[config.mk]
export PLATFORM = sky130hd
export DESIGN_NAME = uart_tx_block
export DESIGN_NICKNAME = d
export VERILOG_FILES = /design/src/rtl/uart_tx_pkg.sv /design/src/rtl/tx_bit_timer.sv /design/src/rtl/uart_tx_block.sv
export SDC_FILE = /design/constraint.sdc
export NUM_CORES = 1
export LEC_CHECK = 0
export BUFFER_PORTS_ARGS = -buffer_cell sky130_fd_sc_hd__buf_2
export CAP_MARGIN = 0
export CELL_PAD_IN_SITES_DETAIL_PLACEMENT = 0
export CELL_PAD_IN_SITES_GLOBAL_PLACEMENT = 2
export CORE_MARGIN = 1
export CORE_UTILIZATION = 38
export DETAILED_ROUTE_END_ITERATION = 12
export GPL_ROUTABILITY_DRIVEN = 0
export PLACE_DENSITY_LB_ADDON = 0.1
export SYNTH_ARGS = -nofsm -noshare
export SYNTH_HDL_FRONTEND = slang
export SYNTH_HIERARCHICAL = 1
export SYNTH_SLANG_ARGS = --single-unit
[constraint.sdc]
create_clock -name clk -period 5.6 [get_ports clk]
set_input_delay 0.28 -clock clk [delete_from_list [all_inputs] [get_ports clk]]
set_output_delay 0.28 -clock clk [all_outputs]
set_load 0.01 [all_outputs]
[src/rtl/uart_tx_pkg.sv]
// Shared types and line-level constants for the UART transmitter.
package uart_tx_pkg;

    typedef enum logic [1:0] {
        IDLE,
        START,
        DATA,
        STOP
    } tx_state_t;

    localparam logic IDLE_LEVEL    = 1'b1;
    localparam logic START_BIT     = 1'b0;
    localparam logic STOP_BIT      = 1'b1;
    localparam int   MIN_DATA_BITS = 5;

endpackage

[src/rtl/tx_bit_timer.sv]
// Bit-period counter: counts 1..rollover_val and wraps, flagging the last clock of each bit.
module tx_bit_timer #(
    parameter int PERIOD_BITS = 10
) (
    input  logic                   clk,
    input  logic                   rst,
    input  logic                   clear,
    input  logic                   count_enable,
    input  logic [PERIOD_BITS-1:0] rollover_val,
    output logic [PERIOD_BITS-1:0] count_out,
    output logic                   rollover_flag
);

    // A clear that coincides with an enable makes that clock the first count of a new bit.
    always_ff @(posedge clk) begin
        if (rst) begin
            count_out <= '0;
        end else if (clear) begin
            count_out <= count_enable ? PERIOD_BITS'(1) : '0;
        end else if (count_enable) begin
            if (count_out == rollover_val) begin
                count_out <= PERIOD_BITS'(1);
            end else begin
                count_out <= count_out + PERIOD_BITS'(1);
            end
        end
    end

    assign rollover_flag = (count_out == rollover_val);

endmodule

[src/rtl/uart_tx_block.sv]
// UART transmitter: start bit, 5..MAX_DATA_BITS data bits LSB first, one stop bit.
module uart_tx_block
    import uart_tx_pkg::*;
#(
    parameter int PERIOD_BITS   = 10,
    parameter int MAX_DATA_BITS = 8
) (
    input  logic                     clk,
    input  logic                     rst,
    input  logic [MAX_DATA_BITS-1:0] tx_data,
    input  logic                     tx_start,
    input  logic [3:0]               data_size,
    input  logic [PERIOD_BITS-1:0]   bit_period,
    output logic                     serial_out,
    output logic                     tx_busy,
    output logic                     tx_done
);

    localparam logic [3:0] MIN_SIZE = 4'(MIN_DATA_BITS);
    localparam logic [3:0] MAX_SIZE = 4'(MAX_DATA_BITS);

    tx_state_t                state;
    logic [MAX_DATA_BITS-1:0] shift_reg;
    logic [3:0]               bit_idx;
    logic [3:0]               frame_size;
    logic [PERIOD_BITS-1:0]   frame_period;
    logic [3:0]               size_clamped;
    logic [PERIOD_BITS-1:0]   period_clamped;
    logic [PERIOD_BITS-1:0]   bit_count;
    logic                     rollover_flag;
    logic                     bit_end;
    logic                     timer_clear;
    logic                     timer_enable;

    always_comb begin
        size_clamped = data_size;
        if (data_size < MIN_SIZE) begin
            size_clamped = MIN_SIZE;
        end else if (data_size > MAX_SIZE) begin
            size_clamped = MAX_SIZE;
        end
    end

    assign period_clamped = (bit_period == '0) ? PERIOD_BITS'(1) : bit_period;

    // The timer idles at zero and starts counting on the accept clock itself.
    assign timer_clear  = (state == IDLE);
    assign timer_enable = (state != IDLE) || tx_start;
    assign bit_end      = rollover_flag && (bit_count != '0);

    tx_bit_timer #(
        .PERIOD_BITS(PERIOD_BITS)
    ) u_bit_timer (
        .clk          (clk),
        .rst          (rst),
        .clear        (timer_clear),
        .count_enable (timer_enable),
        .rollover_val (frame_period),
        .count_out    (bit_count),
        .rollover_flag(rollover_flag)
    );

    always_ff @(posedge clk) begin
        if (rst) begin
            state        <= IDLE;
            shift_reg    <= '0;
            bit_idx      <= '0;
            frame_size   <= MIN_SIZE;
            frame_period <= PERIOD_BITS'(1);
            serial_out   <= IDLE_LEVEL;
            tx_busy      <= 1'b0;
            tx_done      <= 1'b0;
        end else begin
            tx_done <= 1'b0;
            case (state)
                IDLE: begin
                    if (tx_start) begin
                        shift_reg    <= tx_data;
                        frame_size   <= size_clamped;
                        frame_period <= period_clamped;
                        bit_idx      <= '0;
                        serial_out   <= START_BIT;
                        tx_busy      <= 1'b1;
                        state        <= START;
                    end
                end
                START: begin
                    if (bit_end) begin
                        serial_out <= shift_reg[0];
                        state      <= DATA;
                    end
                end
                DATA: begin
                    if (bit_end) begin
                        shift_reg <= shift_reg >> 1;
                        bit_idx   <= bit_idx + 4'd1;
                        if (bit_idx == frame_size - 4'd1) begin
                            serial_out <= STOP_BIT;
                            state      <= STOP;
                        end else begin
                            serial_out <= shift_reg[1];
                        end
                    end
                end
                STOP: begin
                    if (bit_end) begin
                        serial_out <= IDLE_LEVEL;
                        tx_busy    <= 1'b0;
                        tx_done    <= 1'b1;
                        state      <= IDLE;
                    end
                end
                default: begin
                    serial_out <= IDLE_LEVEL;
                    tx_busy    <= 1'b0;
                    state      <= IDLE;
                end
            endcase
        end
    end

endmodule

Word level (Yosys, flattened, before mapping)
Index checks and enable logic that the tools add are counted.

Register bits after elaboration: 41. Bits of input ports: 25. Output and inout bits: 3. Logic and storage cells: 69.

Add/sub/neg operators: 3. Order comparisons: 2. Eq/ne operators: 10. Mux-type cells: 29. Bitwise gates (word level): 1. Reductions and logical operators: 15.

Operators with widths (number): $mux 10 (4); $mux 4 (4); $mux 8 (2); $pmux 8 s2 (1); $add 10x1->10 const B (1); $eq 10x10->1 (1); $logic_not 10->1 (1); $mux 2 (5); $ne 2x2->1 const B (5); $reduce_bool 10->1 (1); $mux 1 (9); $pmux 2 s4 (1); $pmux 4 s2 (1); $reduce_bool 2->1 (4); $reduce_and 3->1 (2); $reduce_and 5->1 (1); $add 4x1->4 const B (1); $eq 2x2->1 const B (2); $eq 4x4->1 (1); $gt 4x4->1 const B (1); $lt 4x3->1 const B (1); $pmux 1 s4 (1); $reduce_and 4->1 (1); $sub 4x1->4 const B (1); other kinds (8) (8).

Logic depth before layout (Yosys ltp)
Gate-level depths: netlist of the first run.

Depth in word-level cells: 5. Gate-level depth with buffers: 10. Mapped depth without buffers: 8.

Cells and area by module
Netlist of the first run, hierarchy kept.

Modules (own cells, without submodules): uart_tx_block (times used 1, cells each 176, area each 1575.3 um^2); tx_bit_timer (times used 1, cells each 65, area each 586.8 um^2).

Least setup slack after synthesis of the first run
Ideal clock, no wire load.

Kind: reg2reg. From: register state[0]. To: register u_bit_timer.count_out[7]. Arrival: 1969 ps. Setup slack: 3516 ps. Cell stages (with the launch flop): 11. Buffers on the path: 2. Period minus slack after synthesis: 2084 ps. Cell sequence: dfxtp_1 -> inv_1 -> ha_1 -> nor2b_1 -> clkbuf_1 -> inv_1 -> buf_2 -> o2111ai_1 -> nor3_1 -> xnor2_1 -> nor2_1.

Elaborated cells between the ends (all ways): 5. Those cells by class: 1 x mux; 4 x reduce/logical.

RTL lines: start, declared (line uart_tx_block.sv:22) `tx_state_t state;`; start signal, assigned (line uart_tx_block.sv:65) `state <= IDLE;`; start signal, assigned (line uart_tx_block.sv:84) `state <= START;`; start signal, assigned (line uart_tx_block.sv:90) `state <= DATA;`; $logic_not 2->1 * (line uart_tx_block.sv:47) `assign timer_clear = (state == IDLE);`; named net timer_clear (line uart_tx_block.sv:32) `logic timer_clear;`; $mux 10 or $reduce_bool 2->1 (tied branches); end signal, assigned (line tx_bit_timer.sv:19) `count_out <= count_enable ? PERIOD_BITS'(1) : '0;`; end signal, assigned (line tx_bit_timer.sv:24) `count_out <= count_out + PERIOD_BITS'(1);`; end, declared (line tx_bit_timer.sv:10) `output logic [PERIOD_BITS-1:0] count_out,`.

Mark *: on every way through the listed nets, which the timed path passes. The rest lies on a longest branch. A chain may end at the register's enable or synchronous reset.

Worst setup path after layout of the first run
From: register state[1]. To: register u_bit_timer.count_out[9].

Same word-level chain as after synthesis.

==> flow_metrics.tcl, run 1 <==
set metrics [dict create \
    synthArstFlopShare 0 \
    vias_per_cell 5.05 \
    rsz0062_at_grt "no" \
    clockBufferDepth 2 \
    synth_top_family_by_area "simple AND/OR/NAND/NOR gates" \
    wl_per_cell_um 13.5 \
    placed_cell_area_um2 2340 \
    ctsHtreeMaxLevel 2 \
    fin_nets 297 \
    synth_seq_cells 41 \
    rows 27 \
    pin_count 28 \
    hp-class "input pin to flop" \
    start_util 0.393 \
    grt_pass1_vias 1664 \
    first_pass_iters 4 \
    vdd_drop_max_mv 0.158 \
    place_hpwl_um 3180 \
    cts_tree "built" \
    drc 0 \
    core_um2 5510 \
    synth.area.mux_share 0.0370 \
    drtAntennaViolNets 0 \
    yosys.cell_types.count 52 \
    cts_buffers 5 \
    finalCritPeriodShare 0.471 \
    cap_violations 0 \
    die_h_um 77.4 \
    ys_warn_count 6 \
    place_ws_ns 2.97 \
    cts_num_sinks 41 \
    report.final.setup_viol 0 \
    holdPathStages 2 \
    cp_max_fo 12 \
    end_kind "flop" \
    fin_util 0.440 \
    worst_slack_ns 2.96 \
    finalMaxSlewViolations 0 \
    antenna_cells 0 \
    cts_setup_buffers 0 \
    multiInputGateArea_um2 1260 \
    n_fill_cell 583 \
    path_clk_slew_ns 0.09 \
    tightestPinTransition_ns 0.880 \
    power_mw 1.03 \
    finClkSkew_ns 0.00969 \
    syn-cell-area_um2 2160 \
    period_needed_ns 2.64 \
    grt_util_all_layers 0.166 \
    cts_resized 0 \
    power.leakage_nw 0.955 \
    hold_ws_ns 0.190 \
    drtIter0Drc 41 \
    grt_pass1_wl_um 7820 \
    ff_latch_area_um2 821 \
    start_kind "flop" \
    synth-adder-area-share 0.0405 \
    synth_compound_area_frac 0.200 \
    r2r_slack_ns 2.96 \
    setup_tns_ns 0 \
    antenna_found_initial 0 \
    worstPathArrival_ns 2.83 \
    final_layout_size_suffix_gt1_frac 0.214 \
    die_x_um 77.4 \
    synth_edf_count 0 \
    stdcell_count 338 \
    final_hold_viol_count 0 \
    syn2layout_area_growth_pct 12.0 \
    powerDensity_nw_per_um2 424 \
    io_buffers 27 \
    fin_area_um2 2420 \
    vias 1707 \
    grt-ovfl-total 0 \
    ys.flop_type "dfxtp_1" \
    clk_latency_ns 0.30 \
    reg2reg_depth 8 \
    placed_cells 330 \
    grt_max_degree 31 \
    root_buffer "clkbuf_8" \
    syn_avg_cell_area_um2 8.97 \
    cts_hold_buf 0 \
    max_slew_margin 0.414 \
    fmax_ghz 0.379 \
    crit_type "flop to flop" \
    syn-instance-count 241 \
    status "completed" \
    synth_xor_area_frac 0.0972 \
    synthSimpleGateAreaFrac 0.209 \
    worstPathRequired_ns 5.80 \
    wl_um 4560 \
    ys_seq_area_frac 0.380 \
    die_area_um2 6000 \
    synth_nets 273 \
]
## layer usage
layer  global-route usage  wire length [um]  part of all wire  up-vias
li1                     -                 -                 -      889
met1                0.198              2160              0.47      785
met2                0.289              2200              0.48       24
met3               0.0365               124             0.027        9
met4               0.0623                74             0.016        0
met5                    0                 0                 0        -
## cells in the mapped netlist, types with 4 or more instances
master,number,share of area
nor3_1,5,0.012
nand2_1,30,0.052
o21ai_0,4,0.0093
a21oi_1,20,0.046
dfxtp_1,41,0.38
a211oi_2,7,0.041
mux2i_1,8,0.037
inv_1,8,0.014
clkbuf_1,5,0.0087
nor2_1,24,0.042
nand3_1,4,0.0093
ha_1,7,0.041
xor2_1,13,0.053
xnor2_1,11,0.045
## area by class of cell
class | instances | share of cell area
Clock inverter | 2 | 0.00413
Multi-Input combinational cell | 182 | 0.521
Timing Repair Buffer | 27 | 0.0558
Inverter | 8 | 0.0124
Clock buffer | 6 | 0.0300
Sequential cell | 41 | 0.339
Tap cell | 72 | 0.0372
## final timing paths
| check | to | from |
|---|---|---|
| worst max register to register | u_bit_timer/count_out[9] | state[1] |
| worst min-delay path | frame_size[0] | data_size[3] |
| worst min register to register | frame_period[5] | frame_period[5] |
| worst max-delay path | u_bit_timer/count_out[9] | state[1] |
## kinds of logic after synthesis
group | Yosys count
AND/OR/NAND/NOR | 90
AO/OA/AOI/OAI | 53
flip-flops | 41
XOR/XNOR | 24
buffers and inverters | 18
multiplexers | 8
adder cells (fa/ha/maj) | 7
## where the power goes
group          total (mW)  internal (mW)  leakage [nW]  switching [mW]
Sequential          0.397          0.354         0.336          0.0434
Combinational       0.437          0.175         0.574           0.262
Clock               0.193         0.0866        0.0450           0.106
Total                1.03          0.615         0.955           0.411
## placed cells by master (no fill, tap or decap), types with 4 or more instances in the layout
cell type,instances
dfxtp_1,41
nand2_1,30
buf_2,27
nor2_1,24
a21oi_1,20
xor2_1,13
xnor2_1,11
inv_1,8
mux2i_1,8
a211oi_2,7
ha_1,7
nor3_1,5
clkbuf_8,5
o21ai_0,4
nand3_1,4
## worst max-delay path, cell delays in order, from the launching register on
cell and delay, ns:
dfxtp_1 0.34, inv_1 0.09, ha_1 0.38, nor2b_1 0.61, inv_1 0.32, o2111ai_1 0.46
nor3_1 0.13, xnor2_1 0.15, nor2_1 0.05
Note: power is estimated with default switching activity, not from simulation.
==> run 2, diff against run 1 <==
--- a/config.mk
+++ b/config.mk
@@ -10,7 +10,7 @@
 export CELL_PAD_IN_SITES_DETAIL_PLACEMENT = 0
 export CELL_PAD_IN_SITES_GLOBAL_PLACEMENT = 2
 export CORE_MARGIN = 1
-export CORE_UTILIZATION = 38
+export CORE_UTILIZATION = 32
 export DETAILED_ROUTE_END_ITERATION = 12
 export GPL_ROUTABILITY_DRIVEN = 0
 export PLACE_DENSITY_LB_ADDON = 0.1
==> constraint.sdc (replaced) <==
create_clock -name clk -period 2.4 [get_ports clk]
set_input_delay 0.12 -clock clk [delete_from_list [all_inputs] [get_ports clk]]
set_output_delay 0.12 -clock clk [all_outputs]
set_load 0.01 [all_outputs]
==> run 2 against run 1 <==
Against the previous run: sequential share of layout area decreased by 1.1 points; final area increased by 3.6%; register-to-register slack got worse by 2.8 ns; power increased by 150%; global-route usage decreased by 1.9 points; wire length increased by 5.6%; clock power increased by 140%; combinational power increased to 2.6 times the previous value; clock skew decreased by 0.00099 ns; the run now ends with design-rule violations left; cell count increased by 3.3%; via count increased by 0.47%; largest cell class unchanged.
==> flow_metrics.tcl, run 2 (synthesis results as in run 1) <==
set metrics [dict create \
    finClkSkew_ns 0.00870 \
    status "finished, violations left" \
    internal_power_mw 1.55 \
    die_h_um 84.2 \
    setup_tns_ns 0 \
    ctsHtreeMaxLevel 2 \
    fin_util 0.391 \
    root_buffer "clkbuf_8" \
    wl_per_cell_um 13.8 \
    start_kind "flop" \
    holdPathStages 2 \
    rsz0062_at_grt "no" \
    start_util 0.337 \
    cts_hold_buf 0 \
    die_area_um2 7090 \
    end_kind "flop" \
    hold_start "data_size[3]" \
    power.leakage_nw 0.996 \
    cp_max_fo 5 \
    syn2layout_area_growth_pct 16.0 \
    finalCritPeriodShare 0.918 \
    fin_nets 304 \
    report.final.setup_viol 0 \
    path_clk_slew_ns 0.08 \
    core_um2 6420 \
    p_clk_frac 0.184 \
    grt_max_degree 31 \
    wl_um 4810 \
    tightestPinTransition_ns 0.693 \
    period_needed_ns 2.20 \
    vdd_drop_max_mv 0.307 \
    finalMaxSlewViolations 0 \
    cp_slowest_cell "dfxtp_1" \
    grt_util_all_layers 0.147 \
    crit_type "flop to flop" \
    final_cell_mix "dfxtp_1, nand2_1, buf_2, nor2_1, a21oi_1" \
    fmax_ghz 0.454 \
    powerDensity_nw_per_um2 1010 \
    clockBufferDepth 2 \
    cts_tree "built" \
    stdcell_count 349 \
    n_fill_cell 687 \
    antenna_found_initial 0 \
    swShare 0.388 \
    io_buffers 27 \
    violations "design-rule violations" \
    drtIter0Drc 52 \
    max_slew_margin 0.538 \
    switching_power_mw 0.984 \
    r2r_slack_ns 0.20 \
    hp-class "input pin to flop" \
    die_x_um 84.2 \
    reg2reg_from "u_bit_timer/count_out[3]" \
    multiInputGateArea_um2 1270 \
    clk_latency_ns 0.29 \
    drtAntennaViolNets 0 \
    final_layout_size_suffix_gt1_frac 0.239 \
    reg2reg_depth 8 \
    p_comb_frac 0.450 \
    r2r-end "serial_out" \
    drc 2 \
    cts_buffers 5 \
    worstPathRequired_ns 2.57 \
    worstPathArrival_ns 2.38 \
    rows 29 \
    vias_per_cell 4.91 \
    ff_latch_area_um2 822 \
    final_common_cell "dfxtp_1" \
    grt_pass1_wl_um 8160 \
    cpPeakStageDelay_ns 0.46 \
    grt_pass1_vias 1666 \
    place_hpwl_um 3480 \
    sequentialPowerShare 0.366 \
    path_cells "xor2_1 -> nor4_4 -> nand3_2 -> inv_1 -> o31ai_4 -> a21o_4 -> a2111oi_0 -> a31oi_1" \
    cap_violations 0 \
    cts_num_sinks 41 \
    first_pass_iters 8 \
    pin_count 28 \
    antenna_cells 0 \
    min_to "frame_size[0]" \
    vias 1715 \
    grt-ovfl-total 0 \
    final_hold_viol_count 0 \
    placed_cells 341 \
]
run 2: worst max path at each step:
stage,startpoint,end,cells after the start
finish,u_bit_timer/count_out[3],serial_out,8
global route,u_bit_timer/count_out[3],serial_out,8
CTS,state[0],u_bit_timer/count_out[9],8
detailed placement,state[0],u_bit_timer/count_out[9],8
global placement,state[0],u_bit_timer/count_out[9],8
floorplan,state[0],u_bit_timer/count_out[9],10
run 2: power by group through the flow:
| stage | Sequential, mW | Combinational, mW | Clock [mW] |
|---|---|---|---|
| 3_3_place_gp | 0.948 | 1.13 | 0 |
| 6_report | 0.929 | 1.14 | 0.468 |
| 5_1_grt | 0.954 | 1.28 | 0.518 |
| 4_1_cts | 0.933 | 1.14 | 0.487 |
| 2_1_floorplan | 0.925 | 0.874 | 0 |
| 3_5_place_dp | 0.949 | 1.14 | 0 |
run 2: per-stage QoR:
step	setup slack (ns)	hold WS, ns	area [um2]	total power, mW
floorplan	0.316	0.222	2160	1.80
finish	0.198	0.0292	2510	2.54
detailed placement	0.0231	0.341	2400	2.09
CTS	0.00555	0.0199	2490	2.56
global route	0.00482	0.0324	2510	2.75
global placement	0.0822	0.345	2400	2.08
run 2: cell type report:
class	count	area share
multi-input cells	182	0.508
clock buffers	7	0.0344
repair buffers	34	0.0798
inverters	8	0.0120
well taps	77	0.0384
flip-flops and latches	41	0.328
run 2: what timing repair did:
action | CTS | global route
endpoints found under the setup margin | 0 | 7
resized for setup | 0 | 3
buffers inserted | 0 | 1
run 2: worst max-delay path, delay by kind of cell, from the launching register on:
kind | cells | cell delay (ns)
xor gates and xnor gates | 1 | 0.14
and+or+nand+nor | 2 | 0.49
AOI/OAI and AO/OA | 4 | 0.81
buffers and inverters | 1 | 0.17
DFF | 1 | 0.46
run 2: routing by layer:
layer,track usage,vias to the layer above,share of wire
li1,-,902,-
met1,0.179,778,0.47
met2,0.257,30,0.48
met3,0.0344,5,0.035
met4,0.0470,0,0.011
met5,0,-,0
